--- src/rtl/fft_pkg.sv ---
// Shared types and defaults for the FFT frame sequencer.
// Holds the sequencer FSM states, the default frame geometry and a counter-width helper.
package fft_pkg;

    typedef enum logic [1:0] {
        IDLE  = 2'd0,
        RUN   = 2'd1,
        ERROR = 2'd2
    } state_t;

    localparam int DEF_FFT_POINTS = 1024;
    localparam int DEF_DATA_W     = 24;
    localparam int CNT_W          = $clog2(DEF_FFT_POINTS);

    function automatic int cnt_w(input int points);
        return $clog2(points);
    endfunction

endpackage

--- src/rtl/sample_fifo.sv ---
// Small skid FIFO between sample capture and the FFT sink.
// The head word is held in a register so the sink data is a flop output.
module sample_fifo #(
    parameter int DATA_W = 24,
    parameter int DEPTH  = 4
) (
    input  logic              MCLK,
    input  logic              reset,
    input  logic              flush,
    input  logic              wr_en,
    input  logic [DATA_W-1:0] wr_data,
    input  logic              rd_en,
    output logic              full,
    output logic              empty,
    output logic [DATA_W-1:0] head
);

    localparam int PTR_W = $clog2(DEPTH);

    logic [DATA_W-1:0] mem [DEPTH];
    logic [PTR_W-1:0]  wr_ptr_reg;
    logic [PTR_W-1:0]  rd_ptr_reg;
    logic [PTR_W-1:0]  rd_ptr_inc;
    logic [PTR_W:0]    count_reg;
    logic [DATA_W-1:0] head_reg;
    logic              wr_ok;
    logic              rd_ok;

    assign full       = (count_reg == (PTR_W+1)'(DEPTH));
    assign empty      = (count_reg == '0);
    assign rd_ok      = rd_en && !empty;
    // A full FIFO still takes a write when the head leaves in the same cycle.
    assign wr_ok      = wr_en && (!full || rd_ok);
    assign rd_ptr_inc = rd_ptr_reg + PTR_W'(1);
    assign head       = head_reg;

    always_ff @(posedge MCLK) begin
        if (wr_ok && !flush) begin
            mem[wr_ptr_reg] <= wr_data;
        end
    end

    always_ff @(posedge MCLK or negedge reset) begin
        if (!reset) begin
            wr_ptr_reg <= '0;
            rd_ptr_reg <= '0;
            count_reg  <= '0;
            head_reg   <= '0;
        end else if (flush) begin
            wr_ptr_reg <= '0;
            rd_ptr_reg <= '0;
            count_reg  <= '0;
        end else begin
            if (wr_ok) begin
                wr_ptr_reg <= wr_ptr_reg + PTR_W'(1);
            end
            if (rd_ok) begin
                rd_ptr_reg <= rd_ptr_inc;
            end
            case ({wr_ok, rd_ok})
                2'b10:   count_reg <= count_reg + (PTR_W+1)'(1);
                2'b01:   count_reg <= count_reg - (PTR_W+1)'(1);
                default: count_reg <= count_reg;
            endcase
            // Next head comes from storage, or straight from the write port when the FIFO runs dry.
            if (rd_ok) begin
                if (count_reg > (PTR_W+1)'(1)) begin
                    head_reg <= mem[rd_ptr_inc];
                end else if (wr_ok) begin
                    head_reg <= wr_data;
                end
            end else if (wr_ok && empty) begin
                head_reg <= wr_data;
            end
        end
    end

endmodule

--- src/rtl/fft_frame_sequencer.sv ---
// Frames the audio sample stream into the FFT core sink and monitors the FFT source stream
// for bin position, completed frames and framing errors.
module fft_frame_sequencer
    import fft_pkg::*;
#(
    parameter int FFT_POINTS = DEF_FFT_POINTS,
    parameter int DATA_W     = DEF_DATA_W,
    parameter int FIFO_DEPTH = 4,
    parameter int BIN_W      = cnt_w(FFT_POINTS)
) (
    input  logic              MCLK,
    input  logic              reset,
    input  logic              enable,
    input  logic [DATA_W-1:0] sample_in,
    input  logic              sample_valid,
    input  logic              sink_ready,
    output logic              sink_valid,
    output logic              sink_sop,
    output logic              sink_eop,
    output logic [DATA_W-1:0] sink_real,
    output logic [DATA_W-1:0] sink_imag,
    input  logic              source_valid,
    input  logic              source_sop,
    input  logic              source_eop,
    input  logic [1:0]        source_error,
    output logic              source_ready,
    output logic [BIN_W-1:0]  bin_index,
    output logic              frame_done,
    output logic              overflow,
    output logic              frame_error,
    output logic              busy
);

    localparam logic [BIN_W-1:0] LAST = BIN_W'(FFT_POINTS - 1);

    state_t            state_reg;
    logic [BIN_W-1:0]  out_cnt_reg;
    logic [BIN_W-1:0]  bin_index_reg;
    logic [BIN_W-1:0]  bin_next;
    logic              source_ready_reg;
    logic              frame_done_reg;
    logic              overflow_reg;
    logic              frame_error_reg;
    logic              in_frame_reg;

    logic              fifo_full;
    logic              fifo_empty;
    logic              fifo_wr;
    logic              fifo_rd;
    logic              fifo_flush;
    logic [DATA_W-1:0] fifo_head;
    logic              sink_valid_int;
    logic              eop_exit;
    logic              src_accept;
    logic              err_hit;

    always_comb begin
        sink_valid_int = !fifo_empty && (state_reg != ERROR);
        fifo_rd        = sink_valid_int && sink_ready;
        // Framing stops only once the frame in flight has delivered its eop.
        eop_exit       = (state_reg == RUN) && fifo_rd && (out_cnt_reg == LAST) && !enable;
        fifo_flush     = (state_reg == ERROR) || eop_exit;
        fifo_wr        = sample_valid && (((state_reg == IDLE) && enable) || (state_reg == RUN));
        src_accept     = source_valid && source_ready_reg;
        err_hit        = source_valid && (source_error != 2'b00) && (state_reg != ERROR);
        bin_next       = source_sop ? '0 : bin_index_reg + BIN_W'(1);
    end

    sample_fifo #(
        .DATA_W (DATA_W),
        .DEPTH  (FIFO_DEPTH)
    ) u_fifo (
        .MCLK    (MCLK),
        .reset   (reset),
        .flush   (fifo_flush),
        .wr_en   (fifo_wr),
        .wr_data (sample_in),
        .rd_en   (fifo_rd),
        .full    (fifo_full),
        .empty   (fifo_empty),
        .head    (fifo_head)
    );

    always_ff @(posedge MCLK or negedge reset) begin
        if (!reset) begin
            state_reg        <= IDLE;
            source_ready_reg <= 1'b0;
        end else begin
            source_ready_reg <= 1'b1;
            if (err_hit) begin
                state_reg        <= ERROR;
                source_ready_reg <= 1'b0;
            end else begin
                case (state_reg)
                    IDLE:    if (sample_valid && enable) state_reg <= RUN;
                    RUN:     if (eop_exit) state_reg <= IDLE;
                    ERROR: begin
                        if (!enable) begin
                            state_reg <= IDLE;
                        end else begin
                            source_ready_reg <= 1'b0;
                        end
                    end
                    default: state_reg <= IDLE;
                endcase
            end
        end
    end

    always_ff @(posedge MCLK or negedge reset) begin
        if (!reset) begin
            out_cnt_reg     <= '0;
            bin_index_reg   <= '0;
            frame_done_reg  <= 1'b0;
            overflow_reg    <= 1'b0;
            frame_error_reg <= 1'b0;
            in_frame_reg    <= 1'b0;
        end else begin
            frame_done_reg <= 1'b0;
            if (state_reg == ERROR) begin
                out_cnt_reg <= '0;
            end else if (fifo_rd) begin
                out_cnt_reg <= out_cnt_reg + BIN_W'(1);
            end
            if ((state_reg == RUN) && sample_valid && fifo_full && !fifo_rd) begin
                overflow_reg <= 1'b1;
            end
            if (state_reg == ERROR) begin
                bin_index_reg <= '0;
                in_frame_reg  <= 1'b0;
            end else if (err_hit) begin
                frame_error_reg <= 1'b1;
                bin_index_reg   <= '0;
                in_frame_reg    <= 1'b0;
            end else if (src_accept) begin
                bin_index_reg  <= bin_next;
                frame_done_reg <= source_eop && (bin_next == LAST);
                if ((source_eop && (bin_next != LAST)) || (source_sop && in_frame_reg)) begin
                    frame_error_reg <= 1'b1;
                end
                if (source_eop) begin
                    in_frame_reg <= 1'b0;
                end else if (source_sop) begin
                    in_frame_reg <= 1'b1;
                end
            end
        end
    end

    assign sink_valid   = sink_valid_int;
    assign sink_sop     = sink_valid_int && (out_cnt_reg == '0);
    assign sink_eop     = sink_valid_int && (out_cnt_reg == LAST);
    assign sink_real    = fifo_head;
    assign sink_imag    = '0;
    assign source_ready = source_ready_reg;
    assign bin_index    = bin_index_reg;
    assign frame_done   = frame_done_reg;
    assign overflow     = overflow_reg;
    assign frame_error  = frame_error_reg;
    assign busy         = (state_reg == RUN);

endmodule
--- config.mk ---
export PLATFORM = sky130hd
export DESIGN_NAME = fft_frame_sequencer
export DESIGN_NICKNAME = d
export VERILOG_FILES = /design/src/rtl/fft_pkg.sv /design/src/rtl/sample_fifo.sv /design/src/rtl/fft_frame_sequencer.sv
export SDC_FILE = /design/constraint.sdc
export NUM_CORES = 1
export LEC_CHECK = 0
export ABC_AREA = 0
export BUFFER_PORTS_ARGS = -buffer_cell sky130_fd_sc_hd__buf_2
export CAP_MARGIN = 20
export CORE_MARGIN = 2
export CORE_UTILIZATION = 62
export DETAILED_ROUTE_END_ITERATION = 10
export GPL_ROUTABILITY_DRIVEN = 0
export GPL_TIMING_DRIVEN = 1
export PLACE_DENSITY = 0.9
export SLEW_MARGIN = 0
export SYNTH_ARGS = -nofsm -noshare
export SYNTH_HDL_FRONTEND = slang
export SYNTH_SLANG_ARGS = --single-unit
--- constraint.sdc ---
create_clock -name MCLK -period 7.1 [get_ports MCLK]
set_input_delay 1.42 -clock MCLK [delete_from_list [all_inputs] [get_ports MCLK]]
set_output_delay 1.42 -clock MCLK [all_outputs]
set_load 0.03 [all_outputs]
After elaboration in Yosys (flattened, before gate mapping) --
Memories as Yosys holds them, arrays and structs flattened. Cells that the tools add are included.
Operators by class: bitwise operators 2, multipliers 0, shifts and indexed selects 0, muxes and demuxes 37, $lt $le $gt $ge 1, equality and inequality tests 13, reduce and logical (&&, ||, !) cells 49, divide/modulo/power cells 0, add/subtract/negate cells 6
Operators by type and width (number):
- $mux W24 | 4
- $mux W10 | 6
- $logic_and A1 B1 Y1 | 23
- $add A10 B1 Y10 const B | 2
- $eq A10 B10 Y1 const B | 2
- $mux W1 | 16
- $mux W2 | 8
- $reduce_bool A2 Y1 | 7
- $logic_not A10 Y1 | 1
- $ne A10 B10 Y1 const B | 1
- $reduce_and A3 Y1 | 3
- $ne A3 B2 Y1 const B | 2
- $pmux W2 S3 | 1
- $pmux W3 S2 | 1
- $reduce_bool A3 Y1 | 2
- $logic_not A1 Y1 | 5
- $add A2 B1 Y2 const B | 2
- $eq A2 B1 Y1 const B | 2
- $eq A2 B2 Y1 const B | 2
- $logic_or A1 B1 Y1 | 4
- $reduce_bool A4 Y1 | 1
- $add A3 B1 Y3 const B | 1
- $eq A3 B3 Y1 const B | 1
- $gt A3 B1 Y1 const B | 1
- 9 further kinds | 10
Word-level totals: bits in writable memories 96, logic and storage cells 121, register bits after elaboration 58, latch bits 0, input bits 34, memories kept 1, bits in read-only memories 0
Memory list:
- u_fifo.mem | depth 4, bits a word 24, rd ports 1, clocked after memory_dff 0, write ports 1, RTL line sample_fifo.sv:20 | logic [DATA_W-1:0] mem [DEPTH];

Longest topological paths before layout --
word-level depth 12, depth in mapped cells 9, gate-level depth less buffers 7

Cells and area by module --
A second synthesis with hierarchy kept.
Second synthesis, totals: cell total of the unflattened synthesis 490, area, all modules 6982.9 um2
Modules (own cells, without submodules):
- sample_fifo | sequential area each 3658.5 um2, area an instance 5158.7 um2, cells an instance 278, times used 1
- fft_frame_sequencer | sequential area each 675.6 um2, area an instance 1824.2 um2, cells an instance 212, times used 1

Worst setup path before layout --
No wires, ideal clock.
path kind in2reg, start point input enable, end point memory u_fifo.mem[0][0], enable pin, path buffers 1, stages 6, slack 4030 ps, library setup time 383 ps, arrival time 2687 ps, cells stage by stage nand2b_1 -> nor3_1 -> a31o_1 -> buf_6 -> nor2_1 -> and2_1
Between the ends: word-level cells in the longest chain between the ends 7, elaborated cells between the ends (all ways) 11, those cells by class mux (2); reduce/logical (9)
RTL lines:
- start: declaration | RTL line fft_frame_sequencer.sv:13 | input logic enable,
- $logic_and A1 B1 Y1 / $logic_not A1 Y1 (equally long branches)
- $logic_or A1 B1 Y1 / $logic_and A1 B1 Y1 (equally long branches) | RTL line fft_frame_sequencer.sv:63, fft_frame_sequencer.sv:61
- $logic_and A1 B1 Y1 / $logic_or A1 B1 Y1 (equally long branches) | RTL line fft_frame_sequencer.sv:63, fft_frame_sequencer.sv:62
- $logic_and A1 B1 Y1 / $logic_not A1 Y1 (equally long branches) | RTL line sample_fifo.sv:33, sample_fifo.sv:38
- $logic_and A1 B1 Y1 * | RTL line sample_fifo.sv:38 | if (wr_ok && !flush) begin
- $mux W1 * | RTL line sample_fifo.sv:38
- $mux W1 (implied by the code) * | RTL line sample_fifo.sv:39 | mem[wr_ptr_reg] <= wr_data;
- end: declaration | RTL line sample_fifo.sv:20
Mark *: on every way between the ends. The rest lies on a longest branch, timed or not.

Final worst setup path --
start point register u_fifo.count_reg[0], end point output sink_sop
Between the ends: word-level cells in the longest chain between the ends 4
RTL lines:
- start: declaration | RTL line sample_fifo.sv:24 | logic [PTR_W:0] count_reg;
- start signal: assignment | RTL line sample_fifo.sv:61 | 2'b10: count_reg <= count_reg + (PTR_W+1)'(1);
- start signal: assignment | RTL line sample_fifo.sv:62 | 2'b01: count_reg <= count_reg - (PTR_W+1)'(1);
- start signal: assignment | RTL line sample_fifo.sv:63 | default: count_reg <= count_reg;
- $logic_not A3 Y1 | RTL line sample_fifo.sv:30 | assign empty = (count_reg == '0);
- $logic_not A1 Y1 | RTL line fft_frame_sequencer.sv:58 | sink_valid_int = !fifo_empty && (state_reg != ERROR);
- $logic_and A1 B1 Y1 | RTL line fft_frame_sequencer.sv:58
- $logic_and A1 B1 Y1 | RTL line fft_frame_sequencer.sv:151 | assign sink_sop = sink_valid_int && (out_cnt_reg == '0);
- end: declaration | RTL line fft_frame_sequencer.sv:18 | output logic sink_sop,
No other way between the ends.

==> flow_summary.yaml <==
timing:
  rsz0062_at_grt: "no"
  relSlewSlack_pct: 28.94
  hold_violations: 0
  timing.final.crit_share_pct: 50.25
  setup_tns_ns: 0
  max_freq_mhz: 280.3
  holdWs_ns: 0.4744
  worst_pin_slew_ns: 1.056
  fin_worst_skew_ns: 0.01009
  layout_min_cycle_time_ns: 3.568
  setup_viol: 0
  drv_slew: 0
finish:
  utilization_pct: 71.99
  fin_nets: 600
  fin_cells: 711
  largest_reg_flops: 96
  n_antenna_cell: 0
  fillers: 694
  drive_gt1_share_pct: 34.86
  layout_common_cells: "96 x edfxtp_1, 75 x buf_2, 57 x dfrtp_1"
  final_common_cell: "edfxtp_1"
  syn_to_final_growth_pct: 14.76
critical_path:
  r2r_start: "u_fifo.count_reg[0]"
  reg2reg_slack_ns: 4.24
  path_max_fanout: 6
  rr_worst_depth: 8
  critPathSlowestCell: "dfrtp_1"
  critPathKind: "reg -> out"
  crit_family: "simple AND/OR/NAND/NOR gates"
  arrival_ns: 2.15
  required_ns: 5.68
  critPathLaunchType: "flop"
  crit_chain: "inv_1, ha_1, nand2b_2, nand2_1, nor4_1, and4_1, buf_2"
  worst_setup_path_end_kind: "output port"
  max_stage_delay_ns: 0.44
  r2r_end: "u_fifo.mem[0][12]"
  cp_num_buf_inv: 2
clocking:
  cts_resized: 0
  root_buffer: "clkbuf_16"
  clk_pin_slew_ns: 0.06
  clk_latency_ns: 0.42
  clock-sinks: 154
  cts_max_path_buffers: 2
  cts-htree-levels: 4
  ctsHoldBuffers: 0
  cts_made_buffers: 17
  cts_setup_buffers: 0
  cts_tree: "built"
synth:
  synth_area_per_cell_um2: 14.98
  yosysWarnings: 0
  netlist_area_mm2: 0.007102
  ys_seq_area_share_pct: 61.03
  synth-seq-cells: 154
  synthCells: 474
  synth-main-ff-cell: "edfxtp_1"
  ys_types: 61
  postSynth.asyncResetShare_pct: 37.66
  synth-edff-count: 96
pwr:
  p_comb_share_pct: 29.4
  ir_drop_mv: 0.2788
  p_sw_mw: 0.9515
  p_leak_nw: 3.293
  clkPwrFrac_pct: 30.2
  pwr-share-seq_pct: 40.4
  intPower_mw: 2.011
  cellPowerDensity_mw_per_mm2: 363.4
  swShare_pct: 32.12
floorplan:
  fp.dieH_um: 111.0
  fp-row-count: 39
  die_area_mm2: 0.01233
  core_area_mm2: 0.01132
  die_w_um: 111.0
  io_pins: 100
  start_util_pct: 62.73
route:
  drc_errors: 0
  drt-pass1-iter-count: 5
  initialDrtViolationCount: 262
  wl_per_cell_um: 19.17
  postRouteAntennaNets: 0
  viasPerCell: 5.947
  dr_total_vias: 4228
  wl_mm: 13.63
grt:
  grt_start_max_net_pins: 59
  antenna_found_initial: 0
  grt_pass1_wl_mm: 21.87
  grt_use_total_pct: 23.03
  grt-ovfl-total: 0
  grt_pass1_vias: 4271
job:
  drv_cap: 0
place:
  io_buffers: 75
  dp.cells: 674
  hpwl_mm: 8.048
worst_hold_path:
  min_to: "overflow"
  hold_depth: 1
  worstHoldStart: "overflow"
  hold_class: "reg -> reg"
status:
  status: "completed"
==> layout make-up <==
class                      instances  area [um2]  share of cell area, %
sequential                       154        4335                  53.19
multi-input combinational        283        2477                  30.40
timing repair buffer              83       510.5                  6.263
clock buffer                      17       425.4                  5.220
tap                              143       178.9                  2.195
clock inverter                    15       162.7                  1.996
inverter                          16       60.06                 0.7369
==> worst reg2reg max path: stages (launching register included) <==
cell	delay, ns
dfrtp_1	0.44
inv_1	0.09
ha_1	0.25
nand2b_2	0.15
and3_2	0.36
o21ai_1	0.21
nor2_1	0.22
and2_1	0.57
buf_8	0.25
==> how the worst max path moves through the flow <==
| stage | from | endpoint | slack [ns] | cells after the start |
|---|---|---|---|---|
| 2_1_floorplan | enable | u_fifo.mem[0][0] | 4.03 | 6 |
| 3_3_place_gp | sink_ready | u_fifo.mem[3][0] | 3.51 | 5 |
| 3_5_place_dp | sink_ready | u_fifo.mem[3][23] | 3.39 | 5 |
| 4_1_cts | u_fifo.count_reg[0] | sink_sop | 3.53 | 7 |
| 5_1_grt | u_fifo.count_reg[0] | sink_sop | 3.44 | 7 |
| 6_report | u_fifo.count_reg[0] | sink_sop | 3.53 | 7 |
==> logic make-up (layout without fill, tap and decap cells) <==
kind of cell	count (synthesis)	after routing	synth area share, %
flops	154	154	61.03
simple gates	106	106	8.316
mux	73	73	16.42
buf+inv	60	131	5.303
compound gates	55	55	5.215
xor+xnor	14	14	1.727
fa+ha+maj	11	11	1.938
other cells	1	24	0.05280
==> per-layer routing <==
metal	GRT usage, %	vias to the layer above	wire length [um]
li1	-	1919	-
met1	28.98	2102	5552
met2	38.77	171	7074
met3	5.522	36	672
met4	9.547	0	332
met5	0	-	0
==> metrics by stage <==
step	setup WS [ns]	total power [mW]	instance area, um2
final	3.532	2.962	8150
after global placement	3.509	2.031	7450
after global routing	3.438	3.093	8150
after floorplan	4.030	1.881	7188
after detailed placement	3.394	2.061	7450
after CTS	3.531	2.965	8038
==> synth_stat cells (all sizes together), types with 4 or more instances <==
| cell | n | area share (%) |
|---|---|---|
| edfxtp | 96 | 41 |
| dfrtp | 58 | 20 |
| mux2 | 48 | 8.7 |
| buf | 37 | 4.1 |
| nand2 | 26 | 1.5 |
| mux4 | 24 | 7.6 |
| nor2 | 22 | 1.2 |
| o21ai | 18 | 1.3 |
| inv | 16 | 0.85 |
| nand3 | 12 | 0.85 |
| ha | 11 | 1.9 |
| xnor2 | 9 | 1.1 |
| a21oi | 8 | 0.56 |
| clkbuf | 7 | 0.37 |
| nor4 | 7 | 0.62 |
| nor3 | 6 | 0.42 |
| and2 | 5 | 0.44 |
| nand4 | 5 | 0.44 |
| xor2 | 5 | 0.62 |
| a21o | 4 | 0.42 |
| a31oi | 4 | 0.35 |
==> power by group through the flow <==
stage               clock network [mW]  registers [mW]  logic (mW)
floorplan                            0            1.31       0.574
global placement                     0            1.21       0.816
detailed placement                   0            1.22       0.838
CTS                              0.909            1.21       0.847
global route                     0.949            1.22       0.926
finish                           0.895            1.20       0.871
Power figures use the tool's default switching activity.
